<file path="src/rtl/mul_r1_r2_r3.sv">
// Registered WIDTH x WIDTH multiplier returning the low half of the product
// plus n/z/c/v status flags, one result per clock with single-cycle latency.
module mul_r1_r2_r3 #(
    parameter int WIDTH = 32
) (
    input  logic             clk,
    input  logic             rst,
    input  logic [WIDTH-1:0] r2,
    input  logic [WIDTH-1:0] r3,
    output logic [WIDTH-1:0] r1,
    output logic             n,
    output logic             z,
    output logic             c,
    output logic             v
);

    logic [2*WIDTH-1:0] prod_u;
    logic [WIDTH-1:0]   hi_u;
    logic [WIDTH-1:0]   hi_s;
    logic [WIDTH-1:0]   corr_a;
    logic [WIDTH-1:0]   corr_b;
    logic [WIDTH-1:0]   r1_next;
    logic               n_next;
    logic               z_next;
    logic               c_next;
    logic               v_next;

    // One unsigned multiplier serves both views; the signed high half is the
    // unsigned high half minus each operand wherever the other is negative.
    assign prod_u = {{WIDTH{1'b0}}, r2} * {{WIDTH{1'b0}}, r3};
    assign hi_u   = prod_u[2*WIDTH-1:WIDTH];
    assign corr_a = r2[WIDTH-1] ? r3 : '0;
    assign corr_b = r3[WIDTH-1] ? r2 : '0;
    assign hi_s   = hi_u - corr_a - corr_b;

    always_comb begin
        r1_next = prod_u[WIDTH-1:0];
        n_next  = r1_next[WIDTH-1];
        z_next  = (r1_next == '0);
        c_next  = (hi_u != '0);
        v_next  = (hi_s != {WIDTH{r1_next[WIDTH-1]}});
    end

    always_ff @(posedge clk or posedge rst) begin
        if (rst) begin
            r1 <= '0;
            n  <= 1'b0;
            z  <= 1'b0;
            c  <= 1'b0;
            v  <= 1'b0;
        end else begin
            r1 <= r1_next;
            n  <= n_next;
            z  <= z_next;
            c  <= c_next;
            v  <= v_next;
        end
    end

endmodule

</file>
<file path="config.mk">
export PLATFORM = sky130hd
export DESIGN_NAME = mul_r1_r2_r3
export DESIGN_NICKNAME = d
export VERILOG_FILES = /design/src/rtl/mul_r1_r2_r3.sv
export SDC_FILE = /design/constraint.sdc
export NUM_CORES = 2
export LEC_CHECK = 0
export CORE_MARGIN = 1.5
export CORE_UTILIZATION = 30
export CTS_BUF_LIST = sky130_fd_sc_hd__clkbuf_8 sky130_fd_sc_hd__clkbuf_16
export DETAILED_ROUTE_END_ITERATION = 10
export GPL_TIMING_DRIVEN = 0
export SKIP_LAST_GASP = 1
export SLEW_MARGIN = 20
export SYNTH_ARGS = -nofsm -noshare
export SYNTH_HDL_FRONTEND = slang
export SYNTH_SLANG_ARGS = --single-unit
</file>
<file path="constraint.sdc">
create_clock -name clk -period 2.5 [get_ports clk]
set_clock_uncertainty 0.05 [all_clocks]
set_input_delay 0.5 -clock clk [delete_from_list [all_inputs] [get_ports clk]]
set_output_delay 0.5 -clock clk [all_outputs]
set_load 0.05 [all_outputs]
</file>
==> qor.yml <==
status:
  outcome: "finished with violations"
  violations: "negative setup slack"
drt:
  vias_per_cell: 5.03
  drt_iter0_drc: 2245
  first_pass_iters: 5
  drt-wirelength-per-cell_um: 24.1
  vias: 29700
  drtAntennaViolNets: 0
  drc: 0
  wl_um: 143000
synthesis:
  synth_cell_type_count: 71
  synth_simple_gate_area_frac: 0.183
  yosys_warnings: 0
  synth_nets: 5306
  synth-seq-area-share: 0.0239
  synthAdderAreaFrac: 0.605
  yosys.area.top_type: "fa_1"
  yosysTopAreaCellShare: 0.505
  syn_area_per_cell_um2: 9.14
  synthMuxAreaShare: 0.000852
  synth_edf_count: 0
  synth_area_leaders: "fa_1 (50%), and2_1 (10%), ha_1 (10%)"
  synth_xor_area_frac: 0.0224
  ys.flop_type: "dfrtp_1"
  syn_inst: 4019
  synth_most_common_cell: "fa_1"
  synth_top_family_by_area: "adder cells"
  ys_ff_latch: 35
  netlist_top_cells_count: "fa_1 (926), inv_1 (846), and2_1 (611)"
  synth_area_um2: 36700
  synth_compound_area_frac: 0.0544
  ys_async_sr_fraction: 1.00
final_layout:
  area_growth_syn_to_layout_pct: 23.9
  drive_gt1_frac: 0.178
  finalNetCount: 5570
place:
  gp_congestion: 0.995
  io_buffers: 101
  dp_hpwl_um: 117000
floorplan:
  dieArea_um2: 124000
  fp.coreArea_um2: 122000
  start_util: 0.302
  io_pins: 102
  die_height_um: 353
  fp-row-count: 128
  fp.dieW_um: 353
cts:
  cts_hold_buffers: 0
  cts_sinks: 35
  root_buffer: "clkbuf_16"
  numCtsBuffers: 5
  h-tree-depth: 2
  cts_tree: "done"
  clkTransAtPathRegs_ns: 0.06
  clock_path_buffers: 2
grt:
  grt_max_degree: 36
  grt_pass1_wl_um: 206000
  grt_usage: 0.227
  gr-total-overflow: 0
  grt_pass1_vias: 31100
  antenna_found_initial: 29
timing:
  worstMarginPinSlew_ns: 0.932
  fmax_ghz: 0.0922
  setup_violations: 32
  slew_headroom: 0.379
  min_period_over_period: 4.34
  finalMaxSlewViolations: 0
  min_period_ns: 10.85
  setup_ws_ns: -8.35
  hold_viol: 0
  tns_ns: -113.56
  rsz0062_at_grt: "yes"
critical_path:
  cp_common_cell: "fa_1"
  critPathLaunchType: "primary input"
  required_ns: 2.57
  crit_arrival_ns: 10.92
  crit_fanout: 10
  worst_path_largest_cell_delay_ns: 0.57
  crit_type: "in2reg"
  cpMaxStageDelayCell: "fa_1"
  crit_path_end_kind: "flip-flop"
run:
  cap_violations: 0
min_path:
  hold_class: "in2reg"
  min_from: "r2[0]"
  whs_path_depth: 2
  hold-path-endpoint: "r1[0]$_DFF_PP0_"
[logic make-up (layout without fill, tap and decap cells)]
family | count (synthesis) | in the layout
DFF | 35 | 35
AOI/OAI and AO/OA | 303 | 303
adders and majority gates | 1221 | 1221
muxes | 3 | 3
xor gates and xnor gates | 93 | 93
other | 0 | 10
and+or+nand+nor | 1293 | 1293
buffers and inverters | 1071 | 1336
[registers in the layout (all words and copies together), names as in the netlist]
| signal | count |
|---|---|
| v | 1 |
| n | 1 |
| r1 | 31 |
| z | 1 |
| c | 1 |
[cells in the final DEF, fill, tap and decap left out, types with 27 or more instances in the layout]
cell / count
clkbuf_16: 64
a21o_1: 56
inv_2: 31
xnor2_1: 33
a21oi_1: 55
inv_1: 814
buf_6: 47
xor2_1: 27
nand2_1: 482
nor2_1: 36
fa_2: 42
nand4_1: 30
ha_1: 230
ha_4: 55
clkdlybuf4s50_1: 39
buf_4: 144
fa_1: 884
and2_4: 29
o21ai_0: 27
and2_1: 582
clkbuf_4: 28
dfrtp_1: 35
a21oi_2: 30
clkbuf_8: 48
[repair_timing]
| action | in CTS | in global routing |
|---|---|---|
| cloned | 3 | 3 |
| pin swaps | 130 | 99 |
| resized for setup | 941 | 195 |
| endpoints found under the setup margin | 33 | 32 |
| buffers inserted | 122 | 50 |
[critical path, delay by kind of cell]
| family | cells | cell delay, ns |
|---|---|---|
| fa+ha+maj | 11 | 5.08 |
| buf+inv | 5 | 1.22 |
| xor+xnor | 1 | 0.18 |
| simple gates | 7 | 1.63 |
| compound gates | 13 | 2.29 |
[per-layer routing]
metal	share of wire	GRT usage
met4	0.054	0.0958
met3	0.094	0.0512
met2	0.46	0.366
met1	0.39	0.293
met5	0.00094	0
[worst max-delay path by stage]
stage | start | end | slack, ns
2_1_floorplan | r3[2] | v$_DFF_PP0_ | -7.50
3_3_place_gp | r2[17] | v$_DFF_PP0_ | -10.98
3_5_place_dp | r2[17] | v$_DFF_PP0_ | -11.07
4_1_cts | r3[20] | v$_DFF_PP0_ | -8.43
5_1_grt | r2[30] | v$_DFF_PP0_ | -8.68
6_report | r3[28] | v$_DFF_PP0_ | -8.35
[layout make-up]
| cell class | instances | area [um^2] |
|---|---|---|
| fill | 12200 | 76100 |
| antenna | 10 | 25.0 |
| multi-input combinational | 2913 | 33800 |
| clock inverter | 3 | 25.0 |
| clock buffer | 5 | 125 |
| sequential | 35 | 876 |
| buffer | 207 | 2860 |
| inverter | 846 | 3180 |
| timing repair buffer | 275 | 2530 |
| tap | 1625 | 2030 |
[metrics by stage]
stage / setup slack (ns) / area (um^2) / instances / util / hold slack (ns)
after floorplan: -7.50 / 37400 / 4019 / - / 0.602
after global placement: -10.98 / 40400 / 5745 / 0.333 / 1.25
after detailed placement: -11.07 / 40400 / 5745 / 0.333 / 1.00
after CTS: -8.43 / 44500 / 5863 / 0.366 / 0.543
after global routing: -8.68 / 45500 / 5911 / 0.374 / 0.542
final: -8.35 / 45500 / 5919 / 0.374 / 0.552
Power is left out: the tool's default activity adds up to more than one toggle a clock period on the data nets, which glitch-free logic cannot reach.
